## src/rtl/dense_argmax_pkg.sv

```systemverilog
// dense_argmax_pkg: shared FSM states, index width and data-width helper for dense_argmax
package dense_argmax_pkg;
  localparam int IDX_W = 7;
  typedef enum logic [2:0] {IDLE, WAIT, COMPARE, NEXT, DONE} state_t;
  function automatic int data_w(input int integer_width, input int fraction_width);
    return integer_width + fraction_width;
  endfunction
endpackage

```

## src/rtl/argmax_tracker.sv

```systemverilog
// argmax_tracker: running signed maximum (and runner-up when ARGMAX_TOP2_EN is defined)
// Ports: clk, reset (async, active-high); valid strobes one sample; first marks index 0;
// idx/sample are the candidate; best_idx/best_val (and second_idx/second_val) hold the leaders.
module argmax_tracker
  import dense_argmax_pkg::*;
#(
  parameter int DW = 20
) (
  input  logic                 clk,
  input  logic                 reset,
  input  logic                 valid,
  input  logic                 first,
  input  logic [IDX_W-1:0]     idx,
  input  logic signed [DW-1:0] sample,
  output logic [IDX_W-1:0]     best_idx,
  output logic signed [DW-1:0] best_val
`ifdef ARGMAX_TOP2_EN
  ,
  output logic [IDX_W-1:0]     second_idx,
  output logic signed [DW-1:0] second_val
`endif
);
  logic [IDX_W-1:0] best_idx_q, best_idx_d;
  logic signed [DW-1:0] best_val_q, best_val_d;
  logic take_best;
  // strict greater-than keeps the lower index on ties
  always_comb begin
    take_best = valid && (first || sample > best_val_q);
    best_idx_d = take_best ? idx : best_idx_q;
    best_val_d = take_best ? sample : best_val_q;
  end
  always_ff @(posedge clk or posedge reset)
    if (reset) begin
      best_idx_q <= '0;
      best_val_q <= '0;
    end else begin
      best_idx_q <= best_idx_d;
      best_val_q <= best_val_d;
    end
  assign best_idx = best_idx_q;
  assign best_val = best_val_q;
`ifdef ARGMAX_TOP2_EN
  logic [IDX_W-1:0] second_idx_q, second_idx_d;
  logic signed [DW-1:0] second_val_q, second_val_d;
  logic shift, fill;
  // index 1 fills the empty runner-up slot unconditionally unless it displaces best
  always_comb begin
    shift = valid && !first && sample > best_val_q;
    fill = valid && !first && !shift && (idx == IDX_W'(1) || sample > second_val_q);
    second_idx_d = shift ? best_idx_q : fill ? idx : second_idx_q;
    second_val_d = shift ? best_val_q : fill ? sample : second_val_q;
  end
  always_ff @(posedge clk or posedge reset)
    if (reset) begin
      second_idx_q <= '0;
      second_val_q <= '0;
    end else begin
      second_idx_q <= second_idx_d;
      second_val_q <= second_val_d;
    end
  assign second_idx = second_idx_q;
  assign second_val = second_val_q;
`endif
endmodule

```

## src/rtl/dense_argmax.sv

```systemverilog
// dense_argmax: scans the dense-layer output BRAM and reports the signed argmax
// Ports: clk, reset (async, active-high), enableOperation (level start);
// dense_output_address/enable/data form the BRAM read port; class_index/class_value
// hold the winner and change only with done, which stays high until reset.
// Optional: ARGMAX_TOP2_EN adds second_index/second_value for the runner-up.
module dense_argmax
  import dense_argmax_pkg::*;
#(
  parameter int NEURON = 100,
  parameter int INTEGER_WIDTH = 10,
  parameter int FRACTION_WIDTH = 10,
  parameter int READ_LATENCY = 2,
  localparam int DW = data_w(INTEGER_WIDTH, FRACTION_WIDTH)
) (
  input  logic                 clk,
  input  logic                 reset,
  input  logic                 enableOperation,
  output logic [IDX_W-1:0]     dense_output_address,
  output logic                 dense_output_enable,
  input  logic signed [DW-1:0] dense_output_data,
  output logic [IDX_W-1:0]     class_index,
  output logic signed [DW-1:0] class_value,
  output logic                 done
`ifdef ARGMAX_TOP2_EN
  ,
  output logic [IDX_W-1:0]     second_index,
  output logic signed [DW-1:0] second_value
`endif
);
  localparam logic [IDX_W-1:0] LAST = IDX_W'(NEURON - 1);
  localparam logic [3:0] CNT_LAST = 4'(READ_LATENCY - 1);
  state_t state_q, state_d;
  logic [3:0] cnt_q, cnt_d;
  logic [IDX_W-1:0] addr_q, addr_d, cidx_q, cidx_d, best_idx;
  logic en_q, en_d, done_q, done_d;
  logic signed [DW-1:0] cval_q, cval_d, best_val;
`ifdef ARGMAX_TOP2_EN
  logic [IDX_W-1:0] sidx_q, sidx_d, sec_idx;
  logic signed [DW-1:0] sval_q, sval_d, sec_val;
`endif
  argmax_tracker #(.DW(DW)) u_tracker (
    .clk      (clk),
    .reset    (reset),
    .valid    (state_q == COMPARE),
    .first    (addr_q == '0),
    .idx      (addr_q),
    .sample   (dense_output_data),
    .best_idx (best_idx),
    .best_val (best_val)
`ifdef ARGMAX_TOP2_EN
    ,
    .second_idx (sec_idx),
    .second_val (sec_val)
`endif
  );
  always_comb begin
    state_d = state_q;
    cnt_d = cnt_q;
    addr_d = addr_q;
    en_d = en_q;
    done_d = done_q;
    cidx_d = cidx_q;
    cval_d = cval_q;
`ifdef ARGMAX_TOP2_EN
    sidx_d = sidx_q;
    sval_d = sval_q;
`endif
    case (state_q)
      IDLE: if (enableOperation) begin
        addr_d = '0;
        en_d = 1'b1;
        state_d = WAIT;
      end
      WAIT: begin
        cnt_d = cnt_q == CNT_LAST ? '0 : cnt_q + 4'd1;
        state_d = cnt_q == CNT_LAST ? COMPARE : WAIT;
      end
      COMPARE: state_d = NEXT;
      NEXT: if (addr_q != LAST) begin
        addr_d = addr_q + 1'b1;
        state_d = WAIT;
      end else begin
        en_d = 1'b0;
        done_d = 1'b1;
        cidx_d = best_idx;
        cval_d = best_val;
`ifdef ARGMAX_TOP2_EN
        sidx_d = sec_idx;
        sval_d = sec_val;
`endif
        state_d = DONE;
      end
      default: ;
    endcase
  end
  always_ff @(posedge clk or posedge reset)
    if (reset) begin
      state_q <= IDLE;
      cnt_q <= '0;
      addr_q <= '0;
      en_q <= 1'b0;
      done_q <= 1'b0;
      cidx_q <= '0;
      cval_q <= '0;
`ifdef ARGMAX_TOP2_EN
      sidx_q <= '0;
      sval_q <= '0;
`endif
    end else begin
      state_q <= state_d;
      cnt_q <= cnt_d;
      addr_q <= addr_d;
      en_q <= en_d;
      done_q <= done_d;
      cidx_q <= cidx_d;
      cval_q <= cval_d;
`ifdef ARGMAX_TOP2_EN
      sidx_q <= sidx_d;
      sval_q <= sval_d;
`endif
    end
  assign dense_output_address = addr_q;
  assign dense_output_enable = en_q;
  assign class_index = cidx_q;
  assign class_value = cval_q;
  assign done = done_q;
`ifdef ARGMAX_TOP2_EN
  assign second_index = sidx_q;
  assign second_value = sval_q;
`endif
endmodule

```

## config.mk

```make
export PLATFORM = sky130hd
export DESIGN_NAME = dense_argmax
export DESIGN_NICKNAME = d
export VERILOG_FILES = /design/src/rtl/dense_argmax_pkg.sv /design/src/rtl/argmax_tracker.sv /design/src/rtl/dense_argmax.sv
export SDC_FILE = /design/constraint.sdc
export NUM_CORES = 1
export LEC_CHECK = 0
export BUFFER_PORTS_ARGS = -buffer_cell sky130_fd_sc_hd__buf_2
export CORE_MARGIN = 2
export CORE_UTILIZATION = 34
export CTS_CLUSTER_SIZE = 20
export DETAILED_ROUTE_END_ITERATION = 8
export PLACE_DENSITY = 0.53
export SYNTH_ARGS = -nofsm -noshare
export SYNTH_HDL_FRONTEND = slang
export SYNTH_SLANG_ARGS = --single-unit
```

## constraint.sdc

```tcl
create_clock -name clk -period 2.4 [get_ports clk]
set_clock_uncertainty 0.05 [all_clocks]
set_input_delay 0.12 -clock clk [delete_from_list [all_inputs] [get_ports clk]]
set_output_delay 0.12 -clock clk [all_outputs]
set_load 0.03 [all_outputs]
```

# Word level (Yosys, flattened, before mapping)
# Index checks and enable logic that the tools add are counted.
# W data, S select, Z words.
# classes
eq_ne,8
magnitude_cmp,1
addsub,2
reduce_logical,10
mux,11
n_bitwise,1
# ops
operator,n
$gt A20 B20 Y1,1
$mux W7,2
$pmux W7 S2,1
$pmux W3 S4,1
$add A7 B1 Y7 const B,1
$logic_not A7 Y1,1
$ne A7 B7 Y1 const B,1
$eq A3 B2 Y1 const B,2
$mux W3,2
$ne A2 B2 Y1 const B,3
$reduce_and A3 Y1,2
$add A4 B1 Y4 const B,1
$eq A4 B1 Y1 const B,1
$mux W4,1
$reduce_and A2 Y1,2
$reduce_bool A4 Y1,1
$eq A3 B1 Y1 const B,1
$logic_not A3 Y1,1
$mux W1,2
$mux W2,1
$pmux W1 S2,1
$reduce_bool A2 Y1,1
$logic_and A1 B1 Y1,1
$logic_or A1 B1 Y1,1
$not A1 Y1,1
# totals
reg_bits,70
inputBits,23
output_inout_bits,36

# Depth between registers and ports, before layout
# Gate-level depths: netlist of the first run.
# depth
word_depth,3
ltp_mapped,12

# By module
# Synthesis of the first run repeated with hierarchy kept, for this count alone.
# hier_totals
hier_cells,279
hier_area_um2,3529.6
# modules_own_cells
module,area_each_um2,cells_per_inst,n_inst,seq_area_each_um2
dense_argmax,1903.1,145,1,1076.0
argmax_tracker,1626.6,134,1,675.6

# Worst setup path before layout of the first run
# Ideal clock, no wire load.
# synth_timing
kind,register to register
startpoint,"register u_tracker.best_val_q[15], in the netlist u_tracker.best_val[15]"
endpoint,"register u_tracker.best_idx_q[0], in the netlist u_tracker.best_idx[0]"
arrival_time_ns,2.255
path_buffers,2
path_stages_with_launch,11
path_slack_ns,-0.048
setup_ns,0.143
path_cell_list,dfrtp_1 > inv_1 > ha_1 > and4_1 > buf_6 > and3_1 > a32oi_4 > buf_2 > a31oi_1 > a2111oi_4 > o311ai_1
# synth_via
elab_chain_cells,3
# synth_rtl
item,line_no,source
from (decl),argmax_tracker.sv:24,"logic signed [DW-1:0] best_val_q, best_val_d;"
from (signal assigned),argmax_tracker.sv:38,best_val_q <= best_val_d;
$gt A20 B20 Y1,argmax_tracker.sv:28,take_best = valid && (first || sample > best_val_q);
$logic_or A1 B1 Y1,argmax_tracker.sv:28,
$logic_and A1 B1 Y1,argmax_tracker.sv:28,
to (signal assigned),argmax_tracker.sv:37,best_idx_q <= best_idx_d;
to (decl),argmax_tracker.sv:23,"logic [IDX_W-1:0] best_idx_q, best_idx_d;"
# No other way between the ends.
# A chain may end at the register's enable or synchronous reset.

# Worst setup path in the final report of the first run
# layout_timing
startpoint,"register u_tracker.best_val_q[8], in the netlist u_tracker.best_val[8]"
endpoint,"register u_tracker.best_idx_q[2], in the netlist u_tracker.best_idx[2]"
# The elaborated chain is that of the path after synthesis.

==> results of run 1 <==
==> logic make-up (layout without fill, tap and decap cells) <==
logic type / count (synthesis) / count (layout)
adder cells (fa/ha/maj): 22 / 22
buffers and inverters: 101 / 252
flip-flops: 70 / 70
AO/OA/AOI/OAI: 190 / 191
multiplexers: 2 / 2
AND/OR/NAND/NOR: 160 / 160
XOR/XNOR: 7 / 7
==> cell type report <==
type | count | share of cell area [%]
clock buffers | 12 | 3.05
multi-input cells | 382 | 49.7
inverters | 32 | 1.43
repair buffers | 204 | 21.3
well taps | 211 | 3.13
flip-flops and latches | 70 | 20.8
clock inverters | 4 | 0.639
==> worst max-delay path, delay by kind of cell (launching register included) <==
family | cells | cell delay, ns
AOI/OAI and AO/OA | 4 | 1.08
adders and majority gates | 1 | 0.28
buffers and inverters | 2 | 0.22
DFF | 1 | 0.35
and+or+nand+nor | 2 | 0.39
==> metrics by stage <==
stage	utilization [%]	std cells	setup TNS, ns	setup WS [ns]
after CTS	53.4	908	-0.563	-0.0549
after global placement	44.3	866	-4.87	-0.277
after floorplan	-	552	0	0.00271
final	55.0	915	-1.54	-0.113
after global routing	55.0	915	-4.00	-0.207
after detailed placement	44.3	866	-6.02	-0.345
==> path summary, 6_finish.rpt <==
path                                                   start                                end  slack (ns)
max                        u_tracker.best_val[8]$_DFFE_PP0P_  u_tracker.best_idx[2]$_DFFE_PP0P_       -0.11
min                                     dense_output_data[1]  u_tracker.best_val[1]$_DFFE_PP0P_        0.09
max reg2reg                u_tracker.best_val[8]$_DFFE_PP0P_  u_tracker.best_idx[2]$_DFFE_PP0P_       -0.11
min reg2reg                                 done$_DFFE_PP0P_                   done$_DFFE_PP0P_        0.41
max in group asynchronous                              reset  u_tracker.best_val[3]$_DFFE_PP0P_        1.44
min in group asynchronous                              reset        class_value[18]$_DFFE_PP0P_        0.33
==> cells in the final DEF (no fill, tap or decap), types with 7 or more instances in the layout <==
cell | netlist | layout
sky130_fd_sc_hd__nand2_1 | 38 | 38
sky130_fd_sc_hd__nor2_1 | 8 | 7
sky130_fd_sc_hd__buf_2 | 11 | 58
sky130_fd_sc_hd__nand4_1 | 31 | 31
sky130_fd_sc_hd__a31oi_2 | 1 | 14
sky130_fd_sc_hd__inv_2 | 1 | 16
sky130_fd_sc_hd__o21ai_0 | 33 | 31
sky130_fd_sc_hd__nor4_4 | 0 | 15
sky130_fd_sc_hd__o2111ai_4 | 0 | 8
sky130_fd_sc_hd__a2111oi_4 | 19 | 22
sky130_fd_sc_hd__buf_6 | 6 | 20
sky130_fd_sc_hd__o311ai_1 | 20 | 24
sky130_fd_sc_hd__ha_1 | 22 | 9
sky130_fd_sc_hd__inv_1 | 31 | 16
sky130_fd_sc_hd__ha_4 | 0 | 13
sky130_fd_sc_hd__buf_4 | 10 | 99
sky130_fd_sc_hd__a21oi_1 | 9 | 9
sky130_fd_sc_hd__o2111ai_2 | 0 | 29
sky130_fd_sc_hd__nor4_2 | 0 | 7
sky130_fd_sc_hd__dfrtp_1 | 70 | 70
sky130_fd_sc_hd__buf_12 | 0 | 15
sky130_fd_sc_hd__a31oi_1 | 28 | 11
sky130_fd_sc_hd__nor3_1 | 27 | 27
sky130_fd_sc_hd__o2111ai_1 | 54 | 17
sky130_fd_sc_hd__clkbuf_16 | 0 | 10
==> registers in the layout, summed over array words and instances (netlist names), 3 cells and up <==
register	count
class_index	7
class_value	20
cnt_q	4
dense_output_address	7
state_q	3
u_tracker.best_idx	7
u_tracker.best_val	20
==> routing by layer <==
metal | global-route usage (%) | vias to the layer above
li1 | - | 2542
met1 | 29.8 | 2791
met2 | 38.7 | 168
met3 | 4.76 | 29
met4 | 7.53 | 0
met5 | 0 | -
==> power breakdown <==
| part | switching [uW] | internal (uW) | leakage, uW |
|---|---|---|---|
| Clock | 554 | 865 | 0.000145 |
| Combinational | 2270 | 1850 | 0.00223 |
| Sequential | 111 | 1370 | 0.000851 |
==> Yosys cell counts, types with 2 or more instances <==
cell type                   instances  area share (%)
sky130_fd_sc_hd__dfrtp_1           70              33
sky130_fd_sc_hd__o2111ai_1         54             8.8
sky130_fd_sc_hd__clkbuf_1          39             2.7
sky130_fd_sc_hd__nand2_1           38             2.7
sky130_fd_sc_hd__o21ai_0           33             3.1
sky130_fd_sc_hd__inv_1             31             2.2
sky130_fd_sc_hd__nand4_1           31             3.6
sky130_fd_sc_hd__a31oi_1           28             3.3
sky130_fd_sc_hd__nor4_1            28             3.3
sky130_fd_sc_hd__nor3_1            27             2.5
sky130_fd_sc_hd__ha_1              22             5.1
sky130_fd_sc_hd__o311ai_1          20             3.3
sky130_fd_sc_hd__a2111oi_4         19             9.7
sky130_fd_sc_hd__buf_2             11             1.0
sky130_fd_sc_hd__buf_4             10             1.4
sky130_fd_sc_hd__a21oi_1            9            0.84
sky130_fd_sc_hd__nor2_1             8            0.56
sky130_fd_sc_hd__a2111oi_0          7             1.1
sky130_fd_sc_hd__buf_6              6             1.3
sky130_fd_sc_hd__o311ai_0           6            0.98
sky130_fd_sc_hd__and4_1             5            0.82
sky130_fd_sc_hd__xor2_1             5            0.82
sky130_fd_sc_hd__nand2b_1           4            0.47
sky130_fd_sc_hd__a21o_1             3            0.42
sky130_fd_sc_hd__nand3_1            3            0.28
sky130_fd_sc_hd__and3_1             2            0.23
sky130_fd_sc_hd__buf_8              2            0.56
sky130_fd_sc_hd__nor4b_4            2            0.89
sky130_fd_sc_hd__xnor2_1            2            0.33
==> timing repair <==
item / 4_1_cts / 5_1_grt
endpoints found under the hold margin: 70 / 0
gates cloned: 7 / 1
resized for setup: 146 / 37
endpoints found under the setup margin: 27 / 27
buffers inserted: 18 / 8
pin swaps: 43 / 46
hold buffers: 1 / 0
==> flow_summary.ini, run 1 <==
[status]
result_of_the_run = finished with violations
failed_checks = setup timing

[floorplan]
chipHeight_um = 130
start_util_pct = 35.1
ioPinCount = 59
die_area_um2 = 16800
die_width_um = 130
std_cell_rows = 45
floorplan.core_area_um2 = 15300

[timing]
max_clock_freq_ghz = 0.398
setup-violations-final = 27
rsz0062_at_grt = true
worst_slew_margin_rel_pct = 59.7
post-route-period-util_pct = 105
setup_slack_ns = -0.113
hold_ws_ns = 0.0862
worstMarginPinSlew_ns = 0.604
slew_violations = 0
final_hold_violations = 0
finalCriticalPeriod_ns = 2.51

[power]
power-per-cell-area_nw_per_um2 = 833
vdd.ir_drop.worst_mv = 0.433
cellLeakagePower_uw = 0.00323
power.total_uw = 7020

[synthesis]
share_of_synthesized_cell_area_in_and_or_nand_and_nor_gates_pct = 17.5
synth_cell_types = 56
postSynthCellCount = 552
muxShareOfSynthArea_pct = 0.396
synth.avg_cell_area_um2 = 9.73
yosysSeqAreaShare_pct = 32.6
synth-xor-area-share_pct = 1.14
synth_compound_gate_area_share_pct = 34.0
synthesized_netlist_net_count = 597
asyncSetResetFlopFracSynth_pct = 100
mapped_area_um2 = 5370
yosysWarnings = 0
synthesized_flop_and_latch_total = 70
synth-main-ff-cell = sky130_fd_sc_hd__dfrtp_1
synth_top_family_by_area = compound AO/OA/AOI/OAI gates
yosys.area_share.adder_pct = 5.12
number_of_enable_type_register_cells_in_the_synthesized_netlist = 0

[run]
timing.max_cap.violations = 0

[clock_network]
tritoncts = done
total_clock_buffers_created_by_cts = 9
tritoncts_num_sinks = 70
cts-htree-levels = 3
max-clock-path-buffers = 2
clk-insertion-delay-late_ns = 0.35
worst_setup_hold_path_clk_slew_ns = 0.06
cts_root_buffer = sky130_fd_sc_hd__clkbuf_16

[finish]
fin_nets = 744
fill_cell_instance_count_of_the_final_layout = 1306
multiInputGateArea_um2 = 4180
finalInstanceArea_um2 = 8420
drive_above_1_share_pct = 53.1
layout_overhead_on_the_synthesized_area_pct = 56.8
sequential_cell_area_um2 = 1750
antenna-diode-count = 0

[routing]
routed-wl-met3_um = 964
drt_pass1_iterations = 5
route.detailed.wl_per_inst_um = 21.0
ant_nets = 0
detail_route.iter0.violations = 344
via_per_inst = 6.04
drc = 0
wl_met1_mm = 8.23
dr.max_layer_used = met4
via_count_of_the_routed_design = 5530
postRouteWirelength_mm = 19.2
met2RoutedLength_mm = 9.64

[grt]
grt_util_all_layers_pct = 23.1
antenna_found_initial = 0
wire_length_of_the_first_global_routing_pass_mm = 30.4
grt_total_ovfl = 0
grt_max_degree = 57
number_of_global_route_vias_before_repair = 5670

[setup_path]
crit_arrival_ns = 2.67
worst-setup-path-type = reg -> reg
setup.worst_path.start_class = register
end_kind = register
worstPathRequired_ns = 2.56
critical_path.cell_chain = inv_1 -> ha_1 -> and4_4 -> nand4_4 -> o21a_1 -> a31o_4 -> buf_16 -> a2111oi_4 -> o311ai_2
worst_path_largest_cell_delay_ns = 0.37
cp_slowest_cell = sky130_fd_sc_hd__a2111oi_4
rr_worst_depth = 9
cp_max_fo = 5

[worst_hold_path]
worstHoldPathCells = 3
worstHoldPathType = in -> reg

[placement]
io_buffers = 58
gp_congestion = 0.825
dpl.hpwl_mm = 11.6
placed_cell_area_um2 = 6790
Power figures use the tool's default switching activity.
==> run 2: changes to the inputs <==
--- a/config.mk
+++ b/config.mk
@@ -6,11 +6,13 @@
 export NUM_CORES = 1
 export LEC_CHECK = 0
 export BUFFER_PORTS_ARGS = -buffer_cell sky130_fd_sc_hd__buf_2
+export CELL_PAD_IN_SITES_DETAIL_PLACEMENT = 1
+export CELL_PAD_IN_SITES_GLOBAL_PLACEMENT = 1
 export CORE_MARGIN = 2
 export CORE_UTILIZATION = 34
 export CTS_CLUSTER_SIZE = 20
 export DETAILED_ROUTE_END_ITERATION = 8
-export PLACE_DENSITY = 0.53
+export PLACE_DENSITY = 0.65
 export SYNTH_ARGS = -nofsm -noshare
 export SYNTH_HDL_FRONTEND = slang
 export SYNTH_SLANG_ARGS = --single-unit
==> run 2 against run 1 <==
The run still ends with setup timing left; via count is 6.6% higher; non-clock buffer count up 15; flip-flop and latch count is the same; critical path depth is 3 higher; setup slack lost 0.13 ns; first-iteration DRC count up 17%; sequential share of layout area is 0.15 points higher; clock power up 11%; fmax fell by 4.8%; utilization is 0.38 points lower; global-route usage is 3.2 points higher; critical path type unchanged; largest cell class unchanged.
==> flow_summary.ini, run 2 (synthesis gave the netlist of run 1 again) <==
[floorplan]
start_util_pct = 35.1
floorplan.core_area_um2 = 15300
std_cell_rows = 45
ioPinCount = 59
die_area_um2 = 16800
die_width_um = 130
chipHeight_um = 130

[placement]
gp_congestion = 0.823
dpl.hpwl_mm = 12.7
pre_cts_slack_ns = -0.386
io_buffers = 58

[finish]
post-route-util_pct = 54.6
layout_overhead_on_the_synthesized_area_pct = 55.7
layout_commonest_cell = sky130_fd_sc_hd__buf_4
drive_above_1_share_pct = 52.4
antenna-diode-count = 0
fin_nets = 759
mostFrequentLayoutCells = 122 x sky130_fd_sc_hd__buf_4, 70 x sky130_fd_sc_hd__dfrtp_1, 58 x sky130_fd_sc_hd__buf_2

[setup_path]
cp_slowest_cell = sky130_fd_sc_hd__dfrtp_1
cp_max_fo = 7
regToRegStartpoint = u_tracker.best_val[19]$_DFFE_PP0P_
timing.reg2reg.setup_slack_ns = -0.24
worst-setup-path-type = reg -> reg
critical_path.reg2reg.endpoint = u_tracker.best_val[14]$_DFFE_PP0P_
worstPathRequired_ns = 2.59
critPathCapture = u_tracker.best_val[14]$_DFFE_PP0P_
critical_path.cell_chain = inv_2 -> ha_4 -> and4_4 -> buf_6 -> and3_4 -> a32o_2 -> buf_12 -> nor3_4 -> buf_6 -> buf_16 -> nand4_1 -> o311ai_2
crit_arrival_ns = 2.83
worst_path_largest_cell_delay_ns = 0.40
rr_worst_depth = 12
worstSetupStartpoint = u_tracker.best_val[19]$_DFFE_PP0P_
end_kind = register
critical-path-top-cell-by-count = sky130_fd_sc_hd__buf_6
setup.worst_path.start_class = register

[clock_network]
tritoncts = done
total_clock_buffers_created_by_cts = 9
cts_root_buffer = sky130_fd_sc_hd__clkbuf_16
worst_setup_hold_path_clk_slew_ns = 0.06
cts-htree-levels = 3
clk-insertion-delay-late_ns = 0.36
tritoncts_num_sinks = 70
max-clock-path-buffers = 2

[timing]
worst_slew_margin_rel_pct = 53.3
post-route-period-util_pct = 110
rsz0062_at_grt = true
max_clock_freq_ghz = 0.379
final_hold_violations = 0
slew_violations = 0
worstMarginPinSlew_ns = 0.693
finalCriticalPeriod_ns = 2.64
setup-violations-final = 27
setup_slack_ns = -0.239

[power]
netSwitchingPower_uw = 3120
cellInternalPower_uw = 4350
vdd.ir_drop.worst_mv = 0.459
power-per-cell-area_nw_per_um2 = 893
clock_power_share_pct = 21.2
cellLeakagePower_uw = 0.00332
comb_power_share_pct = 58.9
seq_power_share_pct = 20.0
swShare_pct = 41.7

[routing]
route.detailed.wl_per_inst_um = 25.4
via_per_inst = 6.34
postRouteWirelength_mm = 23.6
drc = 0
ant_nets = 0
detail_route.iter0.violations = 403
drt_pass1_iterations = 5
via_count_of_the_routed_design = 5896

[grt]
antenna_found_initial = 0
grt_max_degree = 71
number_of_global_route_vias_before_repair = 6138
grt_total_ovfl = 0
wire_length_of_the_first_global_routing_pass_mm = 34.1
grt_util_all_layers_pct = 26.3

[status]
failed_checks = setup timing
result_of_the_run = finished with violations

[worst_hold_path]
worstHoldPathType = in -> reg

[run]
timing.max_cap.violations = 0
## run 2: changes by cell type in the layout (fill, tap and decap cells not counted), sizes merged
| cell | delta |
|---|---|
| buf | +13 |
| clkbuf | +2 |
| inv | -1 |
| clkinv | +1 |
| clkinvlp | -2 |
| bufinv | +2 |
## run 2: per-stage QoR
step	power (uW)	instances	TNS, ns	hold slack (ns)	instance area (um^2)
after CTS	7080	918	-1.76	0.0679	7960
after global placement	4650	868	-5.78	0.193	6730
after detailed placement	4810	868	-8.45	0.199	6730
after floorplan	3720	552	0	0.210	5570
final	7470	930	-4.78	0.0798	8360
after global routing	7800	930	-6.44	0.0975	8360
## run 2: power by group through the flow
stage / Sequential (uW) / Clock [uW] / Combinational, uW
final: 1490 / 1580 / 4400
after floorplan: 1560 / 0 / 2150
after global placement: 1480 / 0 / 3170
after CTS: 1480 / 1590 / 4010
after global routing: 1510 / 1640 / 4660
after detailed placement: 1490 / 0 / 3310
## run 2: what timing repair did
action	in CTS	in global routing
pin swaps	42	43
hold endpoints to repair	70	0
cloned	5	3
hold buffers	1	0
buffers inserted	30	11
gates resized for setup	116	42
setup endpoints to repair	27	27
## run 2: routing by layer
metal	share of wire, %	global-route usage (%)	vias to the layer above
met5	0	0	-
met4	3.9	12.1	0
met3	4.4	3.90	68
met2	51	45.2	218
met1	41	32.8	3043
li1	-	-	2567
## run 2: how the worst min path moves through the flow
stage,cells past startpoint,end,slack (ns),start
2_1_floorplan,2,u_tracker.best_val[0]$_DFFE_PP0P_,0.21,dense_output_data[0]
3_3_place_gp,3,class_value[16]$_DFFE_PP0P_,0.19,reset
3_5_place_dp,3,cnt_q[3]$_DFFE_PP0N_,0.20,reset
4_1_cts,3,u_tracker.best_val[2]$_DFFE_PP0P_,0.07,dense_output_data[2]
5_1_grt,3,u_tracker.best_val[2]$_DFFE_PP0P_,0.1,dense_output_data[2]
6_report,3,u_tracker.best_val[2]$_DFFE_PP0P_,0.08,dense_output_data[2]
## run 2: final cells by class
type                       instances  area (um^2)
multi-input combinational        382         4010
tap                              211          264
clock inverter                     4         95.1
clock buffer                      12          236
fill                            1666         6950
timing repair buffer             219         1890
sequential                        70         1750
inverter                          32          120
## run 2: worst max-delay path, delay by kind of cell (launching register included)
kind	cells	cell delay [ns]
and+or+nand+nor	4	0.78
buffers and inverters	5	0.68
DFF	1	0.40
AOI/OAI and AO/OA	2	0.39
adders and majority gates	1	0.20
==> run 3: changes to the inputs <==
--- a/config.mk
+++ b/config.mk
@@ -5,14 +5,15 @@
 export SDC_FILE = /design/constraint.sdc
 export NUM_CORES = 1
 export LEC_CHECK = 0
-export BUFFER_PORTS_ARGS = -buffer_cell sky130_fd_sc_hd__buf_2
 export CELL_PAD_IN_SITES_DETAIL_PLACEMENT = 1
 export CELL_PAD_IN_SITES_GLOBAL_PLACEMENT = 1
 export CORE_MARGIN = 2
 export CORE_UTILIZATION = 34
 export CTS_CLUSTER_SIZE = 20
 export DETAILED_ROUTE_END_ITERATION = 8
-export PLACE_DENSITY = 0.65
+export DONT_BUFFER_PORTS = 1
+export GPL_TIMING_DRIVEN = 0
+export PLACE_DENSITY = 0.6
 export SYNTH_ARGS = -nofsm -noshare
 export SYNTH_HDL_FRONTEND = slang
 export SYNTH_SLANG_ARGS = --single-unit
==> run 3 against run 2 <==
The run still ends with setup timing left; worst hold slack worse by 0.048 ns; count of clock-buffer cells in the layout down 3; register-to-register slack better by 0.02 ns; die area unchanged; cell count down 6.6%; non-clock buffer count down 62; sequential share of layout area up 0.86 points; highest routed layer unchanged; utilization down 1.9 points; wire length down 8.0%; flip-flop and latch count unchanged; via count down 6.3%; largest power group unchanged; setup slack better by 0.017 ns.
==> flow_summary.ini, run 3 (synthesis gave the netlist of run 1 again) <==
[status]
result_of_the_run = finished with violations
failed_checks = setup timing

[finish]
fill_cell_instance_count_of_the_final_layout = 1647
layout_commonest_cell = sky130_fd_sc_hd__dfrtp_1
layout_overhead_on_the_synthesized_area_pct = 50.2
multiInputGateArea_um2 = 4140
final_cell_count_no_fill = 869
mostFrequentLayoutCells = 64 x sky130_fd_sc_hd__dfrtp_1, 60 x sky130_fd_sc_hd__buf_4, 38 x sky130_fd_sc_hd__nand2_1
fin_nets = 697
sequential_cell_area_um2 = 1760
drive_above_1_share_pct = 45.4

[worst_hold_path]
worstHoldPathType = in -> reg
worstHoldPathCells = 3

[setup_path]
crit_arrival_ns = 2.77
worstPathRequired_ns = 2.55
setup.worst_path.start_class = register
rr_worst_depth = 9
cp_max_fo = 5
worst-setup-path-type = reg -> reg
end_kind = register

[floorplan]
std_cell_rows = 45
start_util_pct = 35.1
die_area_um2 = 16800
ioPinCount = 59
die_width_um = 130
chipHeight_um = 130
floorplan.core_area_um2 = 15300

[grt]
grt_total_ovfl = 0
grt_util_all_layers_pct = 25.7
grt_max_degree = 50
number_of_global_route_vias_before_repair = 5573
antenna_found_initial = 0
wire_length_of_the_first_global_routing_pass_mm = 33.2

[timing]
max_clock_freq_ghz = 0.381
post-route-period-util_pct = 109
rsz0062_at_grt = true
setup_slack_ns = -0.222
worstMarginPinSlew_ns = 0.867
setup-violations-final = 27
slew_violations = 0
worst_slew_margin_rel_pct = 41.6
final_hold_violations = 0
final.setup.tns_ns = -3.30
finalCriticalPeriod_ns = 2.62

[clock_network]
tritoncts_num_sinks = 70
total_clock_buffers_created_by_cts = 9
tritoncts = done
cts-htree-levels = 3
cts_root_buffer = sky130_fd_sc_hd__clkbuf_16
clk-insertion-delay-late_ns = 0.35
worst_setup_hold_path_clk_slew_ns = 0.06
max-clock-path-buffers = 2

[routing]
drt_pass1_iterations = 5
via_count_of_the_routed_design = 5522
route.detailed.wl_per_inst_um = 25.0
ant_nets = 0
via_per_inst = 6.35
drc = 0
detail_route.iter0.violations = 372
postRouteWirelength_mm = 21.7

[power]
vdd.ir_drop.worst_mv = 0.460
power-per-cell-area_nw_per_um2 = 844
cellLeakagePower_uw = 0.00287

[placement]
post-place-cells = 764
gp_congestion = 0.798
io_buffers = 0
dpl.hpwl_mm = 13.2

[run]
timing.max_cap.violations = 0
==> run 3: changes by cell type in the layout (fill, tap and decap cells not counted), sizes merged <==
cell / previous run / this run
inv: 32 / 33
clkbuf: 15 / 38
clkinvlp: 0 / 1
diode: 0 / 1
bufinv: 3 / 0
dlygate4sd3: 1 / 22
clkinv: 1 / 5
buf: 215 / 106
==> run 3: timing repair <==
item,in CTS,in global routing
gates cloned,6,0
hold endpoints to repair,94,0
pin swaps,59,33
setup buffers,31,32
endpoints found under the setup margin,54,35
gates resized for setup,152,88
hold buffers,22,0
==> run 3: where the power goes <==
group	total, uW	internal, uW	switching [uW]	leakage (uW)
logic	3920	1770	2140	0.00189
registers	1630	1370	254	0.000842
clock network	1270	701	569	0.000136
total	6810	3840	2970	0.00287
==> run 3: path summary, 6_finish.rpt <==
path / startpoint / slack (ns) / to
min in group asynchronous: reset / 0.18 / class_value[16]$_DFFE_PP0P_
max in group asynchronous: reset / 1.55 / class_value[7]$_DFFE_PP0P_
setup / recovery: u_tracker.best_val[15]$_DFFE_PP0P_ / -0.22 / u_tracker.best_val[6]$_DFFE_PP0P_
hold / removal: enableOperation / 0.03 / state_q[0]$_DFFE_PP0P_
hold reg to reg: cnt_q[0]$_DFFE_PP0N_ / 0.44 / cnt_q[0]$_DFFE_PP0N_
setup reg to reg: u_tracker.best_val[15]$_DFFE_PP0P_ / -0.22 / u_tracker.best_val[6]$_DFFE_PP0P_
==> run 3: worst max-delay path, cell delays in order (launching register included) <==
cell and delay, ns:
sky130_fd_sc_hd__dfrtp_1 0.37, sky130_fd_sc_hd__inv_2 0.07, sky130_fd_sc_hd__ha_4 0.28, sky130_fd_sc_hd__and4_4 0.28, sky130_fd_sc_hd__nand4_4 0.15, sky130_fd_sc_hd__o21a_4 0.24
sky130_fd_sc_hd__a31o_4 0.32, sky130_fd_sc_hd__buf_16 0.18, sky130_fd_sc_hd__a2111oi_4 0.36, sky130_fd_sc_hd__o311ai_2 0.16
==> run 3: metal layers <==
metal | vias to the layer above | part of all wire (%) | track usage, %
li1 | 2449 | - | -
met1 | 2850 | 42 | 33.3
met2 | 183 | 51 | 44.3
met3 | 40 | 4.9 | 4.51
met4 | 0 | 1.7 | 6.89
met5 | - | 0 | 0
==> run 3: cell type report <==
type                            count  share of cell area (%)
Timing Repair Buffer               91                    11.6
Multi-Input combinational cell    382                    51.4
Inverter                           32                    1.55
Antenna cell                        1                  0.0310
Sequential cell                    70                    21.8
Tap cell                          211                    3.27
Clock inverter                      7                   0.605
Buffer                             66                    6.96
Clock buffer                        9                    2.79
==> run 3: stage by stage <==
step | util (%) | cell area, um^2 | hold WS, ns | total power (uW) | setup WS, ns
final | 52.7 | 8070 | 0.0319 | 6810 | -0.222
after global routing | 52.7 | 8060 | 0.0457 | 7200 | -0.297
after CTS | 48.9 | 7480 | 0.0194 | 6420 | -0.199
after detailed placement | 38.3 | 5860 | -0.0569 | 4380 | -0.730
after global placement | 38.1 | 5830 | 0.222 | 4290 | -0.645
after floorplan | - | 5570 | 0.210 | 3720 | 0.00271
